`src/rtl/muldiv_pkg.sv`:
```
// Shared definitions for the iterative multiply/divide unit: op encoding,
// FSM state encoding and the op decode helper.
package muldiv_pkg;

  localparam logic [2:0] OP_MUL    = 3'd0;
  localparam logic [2:0] OP_MULH   = 3'd1;
  localparam logic [2:0] OP_MULHSU = 3'd2;
  localparam logic [2:0] OP_MULHU  = 3'd3;
  localparam logic [2:0] OP_DIV    = 3'd4;
  localparam logic [2:0] OP_DIVU   = 3'd5;
  localparam logic [2:0] OP_REM    = 3'd6;
  localparam logic [2:0] OP_REMU   = 3'd7;

  typedef enum logic [1:0] {
    ST_IDLE = 2'd0,
    ST_CALC = 2'd1,
    ST_FIX  = 2'd2,
    ST_DONE = 2'd3
  } state_e;

  typedef struct packed {
    logic a_signed;
    logic b_signed;
    logic is_div;
    logic hi_rem;   // high product half for multiplies, remainder for divides
  } op_dec_t;

  function automatic op_dec_t decode_op(input logic [2:0] op);
    op_dec_t d;
    d.a_signed = (op == OP_MULH) || (op == OP_MULHSU) || (op == OP_DIV) || (op == OP_REM);
    d.b_signed = (op == OP_MULH) || (op == OP_DIV) || (op == OP_REM);
    d.is_div   = (op == OP_DIV) || (op == OP_DIVU) || (op == OP_REM) || (op == OP_REMU);
    d.hi_rem   = (op == OP_MULH) || (op == OP_MULHSU) || (op == OP_MULHU) ||
                 (op == OP_REM) || (op == OP_REMU);
    return d;
  endfunction

endpackage

```
`src/rtl/mul_div_unit_if.sv`:
```
// Request/response bundle between the execute stage and mul_div_unit.
interface mul_div_unit_if #(
  parameter int WIDTH = 32
);
  logic             valid;
  logic             flush;
  logic [2:0]       op;
  logic [WIDTH-1:0] in_a;
  logic [WIDTH-1:0] in_b;
  logic             ready;
  logic             busy;
  logic [WIDTH-1:0] result;

  modport master (output valid, flush, op, in_a, in_b, input ready, busy, result);
  modport slave  (input valid, flush, op, in_a, in_b, output ready, busy, result);
endinterface

```
`src/rtl/muldiv_step.sv`:
```
// One iteration of the shift-add multiplier or restoring shift-subtract
// divider on the 2*WIDTH working register.
module muldiv_step #(
  parameter int WIDTH = 32
) (
  input  logic               is_div,
  input  logic [2*WIDTH-1:0] shreg,
  input  logic [WIDTH-1:0]   opnd,
  output logic [2*WIDTH-1:0] shreg_nxt
);

  logic [WIDTH:0]   sum;
  logic [WIDTH:0]   rem_sh;
  logic [WIDTH-1:0] diff;
  logic             ge;

  always_comb begin
    sum    = {1'b0, shreg[2*WIDTH-1:WIDTH]} + (shreg[0] ? {1'b0, opnd} : '0);
    rem_sh = shreg[2*WIDTH-1:WIDTH-1];
    ge     = rem_sh >= {1'b0, opnd};
    // when ge holds the true difference is below the divisor, so WIDTH bits suffice
    diff   = rem_sh[WIDTH-1:0] - opnd;
    if (is_div) begin
      shreg_nxt = {(ge ? diff : rem_sh[WIDTH-1:0]), shreg[WIDTH-2:0], ge};
    end else begin
      shreg_nxt = {sum, shreg[WIDTH-1:1]};
    end
  end

endmodule

```
`src/rtl/mul_div_unit.sv`:
```
// Iterative RV32M-style multiply/divide unit, one bit per cycle.
// Signed operand handling is built only when MULDIV_SIGNED_EN is defined.
//
// state   | meaning
// IDLE    | waiting for valid; operands latched on accept
// CALC    | WIDTH shift-add / shift-subtract iterations
// FIX     | sign correction and result select
// DONE    | ready pulse, result presented
module mul_div_unit
  import muldiv_pkg::*;
#(
  parameter int WIDTH = 32
) (
  input logic           clk,
  input logic           rst,
  mul_div_unit_if.slave bus
);

  localparam int CW = $clog2(WIDTH);

  state_e             state_q, state_d;
  logic [CW-1:0]      cnt_q, cnt_d;
  logic               is_div_q, is_div_d;
  logic               hi_rem_q, hi_rem_d;
  logic [2*WIDTH-1:0] shreg_q, shreg_d;
  logic [WIDTH-1:0]   opnd_q, opnd_d;
  logic [WIDTH-1:0]   result_q, result_d;
  logic               ready_q, ready_d;
  logic               busy_q, busy_d;

  logic [2*WIDTH-1:0] step_out;
  logic [2*WIDTH-1:0] fix_full;
  logic [WIDTH-1:0]   fix_res;
  logic [WIDTH-1:0]   a_mag, b_mag;
  op_dec_t            dec_in;

`ifdef MULDIV_SIGNED_EN
  logic neg_q, neg_d;
  logic a_neg, b_neg;
`else
  logic unused_sign;
  assign unused_sign = ^{dec_in.a_signed, dec_in.b_signed};
`endif

  muldiv_step #(.WIDTH(WIDTH)) u_step (
    .is_div    (is_div_q),
    .shreg     (shreg_q),
    .opnd      (opnd_q),
    .shreg_nxt (step_out)
  );

  assign dec_in = decode_op(bus.op);

  always_comb begin
`ifdef MULDIV_SIGNED_EN
    a_neg = dec_in.a_signed & bus.in_a[WIDTH-1];
    b_neg = dec_in.b_signed & bus.in_b[WIDTH-1];
    a_mag = a_neg ? -bus.in_a : bus.in_a;
    b_mag = b_neg ? -bus.in_b : bus.in_b;
`else
    a_mag = bus.in_a;
    b_mag = bus.in_b;
`endif
  end

  // products negate across the full 2*WIDTH value, quotient/remainder per half
  always_comb begin
    fix_full = shreg_q;
`ifdef MULDIV_SIGNED_EN
    if (neg_q && !is_div_q) fix_full = -shreg_q;
`endif
    fix_res = hi_rem_q ? fix_full[2*WIDTH-1:WIDTH] : fix_full[WIDTH-1:0];
`ifdef MULDIV_SIGNED_EN
    if (neg_q && is_div_q) fix_res = -fix_res;
`endif
  end

  always_comb begin
    state_d  = state_q;
    cnt_d    = cnt_q;
    is_div_d = is_div_q;
    hi_rem_d = hi_rem_q;
    shreg_d  = shreg_q;
    opnd_d   = opnd_q;
    result_d = result_q;
    ready_d  = 1'b0;
`ifdef MULDIV_SIGNED_EN
    neg_d    = neg_q;
`endif
    case (state_q)
      ST_IDLE: begin
        if (bus.valid && !bus.flush) begin
          state_d  = ST_CALC;
          cnt_d    = '0;
          is_div_d = dec_in.is_div;
          hi_rem_d = dec_in.hi_rem;
          shreg_d  = {{WIDTH{1'b0}}, (dec_in.is_div ? a_mag : b_mag)};
          opnd_d   = dec_in.is_div ? b_mag : a_mag;
`ifdef MULDIV_SIGNED_EN
          // divide-by-zero quotient stays all-ones, so no sign for it
          if (dec_in.is_div) begin
            neg_d = dec_in.hi_rem ? a_neg : ((a_neg ^ b_neg) && (bus.in_b != '0));
          end else begin
            neg_d = a_neg ^ b_neg;
          end
`endif
        end
      end
      ST_CALC: begin
        shreg_d = step_out;
        cnt_d   = cnt_q + 1'b1;
        if (cnt_q == CW'(WIDTH - 1)) state_d = ST_FIX;
      end
      ST_FIX: begin
        state_d  = ST_DONE;
        result_d = fix_res;
        ready_d  = 1'b1;
      end
      ST_DONE: state_d = ST_IDLE;
      default: state_d = ST_IDLE;
    endcase
    if (bus.flush && (state_q != ST_IDLE)) begin
      state_d  = ST_IDLE;
      result_d = result_q;
      ready_d  = 1'b0;
    end
    busy_d = (state_d != ST_IDLE);
  end

  always_ff @(posedge clk or posedge rst) begin
    if (rst) begin
      state_q  <= ST_IDLE;
      cnt_q    <= '0;
      is_div_q <= 1'b0;
      hi_rem_q <= 1'b0;
      shreg_q  <= '0;
      opnd_q   <= '0;
      result_q <= '0;
      ready_q  <= 1'b0;
      busy_q   <= 1'b0;
`ifdef MULDIV_SIGNED_EN
      neg_q    <= 1'b0;
`endif
    end else begin
      state_q  <= state_d;
      cnt_q    <= cnt_d;
      is_div_q <= is_div_d;
      hi_rem_q <= hi_rem_d;
      shreg_q  <= shreg_d;
      opnd_q   <= opnd_d;
      result_q <= result_d;
      ready_q  <= ready_d;
      busy_q   <= busy_d;
`ifdef MULDIV_SIGNED_EN
      neg_q    <= neg_d;
`endif
    end
  end

  assign bus.ready  = ready_q;
  assign bus.busy   = busy_q;
  assign bus.result = result_q;

endmodule
```
`src/flat_wrapper.sv`:
```
// flat-port wrapper written by rule: the top's interface ports become plain ports
module mul_div_unit_flat import muldiv_pkg::*;
#(
  parameter int WIDTH = 32
)
  (clk, rst, bus_valid, bus_flush, bus_op, bus_in_a, bus_in_b, bus_ready, bus_busy, bus_result);
  mul_div_unit_if #(.WIDTH(WIDTH)) bus_i ();
  input logic clk;
  input logic rst;
  input wire logic [$bits(bus_i.valid)-1:0] bus_valid;
  input wire logic [$bits(bus_i.flush)-1:0] bus_flush;
  input wire logic [$bits(bus_i.op)-1:0] bus_op;
  input wire logic [$bits(bus_i.in_a)-1:0] bus_in_a;
  input wire logic [$bits(bus_i.in_b)-1:0] bus_in_b;
  output wire logic [$bits(bus_i.ready)-1:0] bus_ready;
  output wire logic [$bits(bus_i.busy)-1:0] bus_busy;
  output wire logic [$bits(bus_i.result)-1:0] bus_result;
  assign bus_i.valid = bus_valid;
  assign bus_i.flush = bus_flush;
  assign bus_i.op = bus_op;
  assign bus_i.in_a = bus_in_a;
  assign bus_i.in_b = bus_in_b;
  assign bus_ready = bus_i.ready;
  assign bus_busy = bus_i.busy;
  assign bus_result = bus_i.result;
  mul_div_unit #(.WIDTH(WIDTH)) u_core (.clk(clk), .rst(rst), .bus(bus_i));
endmodule
```
`config.mk`:
```
export PLATFORM = sky130hd
export DESIGN_NAME = mul_div_unit_flat
export DESIGN_NICKNAME = d
export VERILOG_FILES = /design/src/rtl/muldiv_pkg.sv /design/src/rtl/mul_div_unit_if.sv /design/src/rtl/muldiv_step.sv /design/src/rtl/mul_div_unit.sv /design/src/flat_wrapper.sv
export SDC_FILE = /design/constraint.sdc
export NUM_CORES = 1
export LEC_CHECK = 0
export BUFFER_PORTS_ARGS = -buffer_cell sky130_fd_sc_hd__clkbuf_2
export CELL_PAD_IN_SITES_DETAIL_PLACEMENT = 2
export CELL_PAD_IN_SITES_GLOBAL_PLACEMENT = 2
export CORE_MARGIN = 4
export CORE_UTILIZATION = 39
export DETAILED_ROUTE_END_ITERATION = 8
export PLACE_DENSITY = 0.81
export REMOVE_ABC_BUFFERS = 1
export SYNTH_ARGS = -nofsm -noshare
export SYNTH_HDL_FRONTEND = slang
export SYNTH_HIERARCHICAL = 1
export SYNTH_SLANG_ARGS = --single-unit
```
`constraint.sdc`:
```
create_clock -name clk -period 8.6 [get_ports clk]
set_input_delay 0.86 -clock clk [delete_from_list [all_inputs] [get_ports clk]]
set_output_delay 0.86 -clock clk [all_outputs]
set_load 0.005 [all_outputs]
```
==> results by group <==
Run status
  – Status: complete, no violations

Clocking
  – CTS hold repair buffers: 0
  – Htree depth: 4
  – CTS clk-pin slew, worst paths: 0.07 ns
  – Clk sinks: 139
  – CTS root buffer: clkbuf_16
  – CTS tree: yes
  – Setup Buffers After CTS: 0
  – Number of buffers created by CTS: 17
  – Clock Tree Buf Depth: 2
  – Clk Latency, worst-skew pair: 0.44 ns
  – Cts repair resizes: 0

Floorplan
  – Initial Util: 39.6%
  – Die Y: 179 um
  – Core area: 0.0288 mm2
  – I/O pin cnt: 105
  – Die area: 0.0320 mm2
  – Die width: 179 um
  – Row cnt: 62

Yosys
  – Adder-Cell Fraction of Synth Area: 7.60%
  – Synth Instances: 1309
  – Syn Area/Cell: 8.70 um2
  – Top cells by area, synth: dfrtp_1 31%, mux2i_1 10%, ha_1 7.2%, nand2_1 5.1%, a21oi_1 4.3%
  – Primary FF master, synth: dfrtp_1
  – Synth cell types: 84
  – FF+latch count, synth: 139
  – Synth Area in Compound Gates: 19.9%
  – Post-Synth XOR/XNOR Area: 3.08%
  – Sequential-to-total area share from yosys stat: 30.5%
  – Post-synth top cells: 156 x nand2_1, 139 x dfrtp_1, 116 x mux2i_1, 113 x nor2_1, 98 x a21oi_1
  – Largest family of logic cells by synthesized area: simple AND/OR/NAND/NOR gates
  – Synthesized area: 0.0114 mm2
  – Fraction of registers with async set/reset: 100%
  – Most common cell in the synthesized netlist: nand2_1
  – Post-Synth Simple-Gate Area: 19.9%
  – Synth area leader: dfrtp_1
  – Yosys warns: 6
  – Post-synth top area share: 30.5%
  – Post-synthesis mux area share: 13.5%
  – Post-synth EDFFs: 0

Place
  – GPL Wtd Cong: 0.878
  – Port bufs: 104
  – Dpl hpwl: 26400 um
  – Pre-CTS setup slack: 4.93 ns

Setup path
  – Crit path buffers/inverters: 1
  – Largest delay share family, worst path: compound AO/OA/AOI/OAI gates
  – CP startpoint: u_core/fix_full[0]$_DFFE_PP0P_
  – Crit path launch type: flip-flop
  – Worst-path cell chain: buf_4 > and2_1 > ha_1 > fa_1 > a211oi_1 > o211ai_1 > and2_1 > a21oi_1 > a211oi_1 > o41ai_2 > xor2_1 > a22oi_2 > nand2_1 > nand2_1
  – Crit path kind: flip-flop to flip-flop
  – CP required: 8.92 ns
  – CP max-delay cell: fa_1
  – Crit. End Element: flip-flop
  – Crit path DAT: 4.19 ns
  – Critical R2R Launch: u_core/fix_full[0]$_DFFE_PP0P_
  – Crit-path max cell delay: 0.45 ns
  – Largest fanout on the critical path: 35

STA
  – Minimum clock period: 3.87 ns
  – Final period utilization: 44.9%
  – Setup TNS: 0 ns
  – Slew Viols, Final: 0
  – Final hold vios: 0
  – Max_slew headroom: 21.3%
  – RSZ-0062 raised after global routing: false
  – Final setup violation count: 0
  – Worst hold slack: 0.525 ns
  – Worst Tran Pin Value: 1.18 ns
  – Worst clock skew: 0.0125 ns
  – Achievable Freq: 0.259 GHz
  – Final worst setup slack: 4.73 ns

GRT
  – Largest net degree at the start of global routing: 80
  – First-pass GRT wire length: 63800 um
  – Total GRT Usage: 25.0%
  – GRT overflow: 0
  – Initial antenna violation count: 0
  – Vias in the first global route: 11.5k

Drt
  – DRC violation count after routing: 0
  – DRT antenna net count: 0
  – Post-Route WL: 39500 um
  – Vias per cell: 5.96
  – WL per Instance: 22.5 um
  – Total number of vias: 10.5k
  – DRT iter0 DRCs: 573
  – TritonRoute pass-1 iters: 5

Worst hold path
  – HP Start: u_core/cnt_q[4]$_DFFE_PP0P_
  – Worst Hold Class: flip-flop to flip-flop

Finish
  – Area grow syn2layout: 10.7%
  – Nets@finish: 1500
  – # fillers: 3203
  – N_diodes: 0
  – Final core occ: 43.8%
  – Layout cell share with drive strength beyond 1: 17.5%

Job
  – Max Cap Viol: 0

Power
  – Static Leak: 0.00612 uW
  – Peak VDD IR: 0.152 mV
  – Pwr dens: 339 mW/mm2
[cells in the final DEF, fill, tap and decap left out, drive strengths merged, types with 20 or more instances in the layout]
master / n
nand2: 158
dfrtp: 139
clkbuf: 121
mux2i: 116
nor2: 113
a21oi: 98
o21ai: 74
ha: 66
nand3: 57
inv: 52
and2: 38
a221o: 33
mux2: 33
a21o: 27
a31oi: 22
xnor2: 20
xor2: 20
[worst min-delay path: cells and delay by family, from the launching register on]
kind | cells | cell delay (ns)
flip-flops | 1 | 0.37
AND/OR/NAND/NOR | 2 | 0.13
[state kept, by name, summed over array words and instances, names as in the netlist]
register,flops
u_core/fix_full,64
u_core/bus.result,32
u_core/opnd_q,32
u_core/cnt_q,5
u_core/state_q,2
u_core/bus.busy,1
u_core/bus.ready,1
u_core/hi_rem_q,1
u_core/is_div_q,1
[worst paths after layout]
path                                                           to  slack, ns  cells past startpoint
worst max-delay path              u_core/fix_full[61]$_DFFE_PP0P_       4.73                     14
worst min-delay path                  u_core/cnt_q[4]$_DFFE_PP0P_       0.52                      2
worst max register to register    u_core/fix_full[61]$_DFFE_PP0P_       4.73                     14
worst min register to register        u_core/cnt_q[4]$_DFFE_PP0P_       0.52                      2
max in group asynchronous       u_core/bus.result[29]$_DFFE_PP0P_       6.73                      3
min in group asynchronous              u_core/bus.ready$_DFF_PP0_       0.53                      2
[cell type report]
cell class	instances	area, um2	share of cell area, %
Multi-Input combinational cell	1042	7300	57.9
Sequential cell	139	3480	27.6
Timing Repair Buffer	114	598	4.74
Tap cell	384	480	3.81
Clock buffer	18	429	3.40
Inverter	47	181	1.44
Clock inverter	14	136	1.08
[metal layers]
layer	part of all wire, %	wire, um	vias to the layer above	global-route usage, %
li1	-	-	4851	-
met5	0	0	-	0
met1	45	17900	5425	32.8
met3	2.5	988	42	2.53
met4	1.4	568	0	5.63
met2	51	20100	168	44.3
[stage by stage]
| step | std cells | cell area (um2) | total power, uW |
|---|---|---|---|
| final | 1758 | 12600 | 4270 |
| after CTS | 1758 | 12600 | 4250 |
| after global routing | 1758 | 12600 | 4570 |
| after floorplan | 1228 | 10900 | 2700 |
| after detailed placement | 1726 | 12000 | 3420 |
| after global placement | 1726 | 12000 | 3320 |
[report_power, final]
group          internal [uW]  switching, uW
Sequential               808            250
Combinational            959           1500
Clock                    405            344
Total                   2170           2100
[logic make-up after synthesis]
family,Yosys count
XOR/XNOR,40
buffers and inverters,128
adder cells (fa/ha/maj),68
AO/OA/AOI/OAI,337
multiplexers,149
flip-flops,139
AND/OR/NAND/NOR,448
No activity file was read; power rests on OpenSTA's default activity.
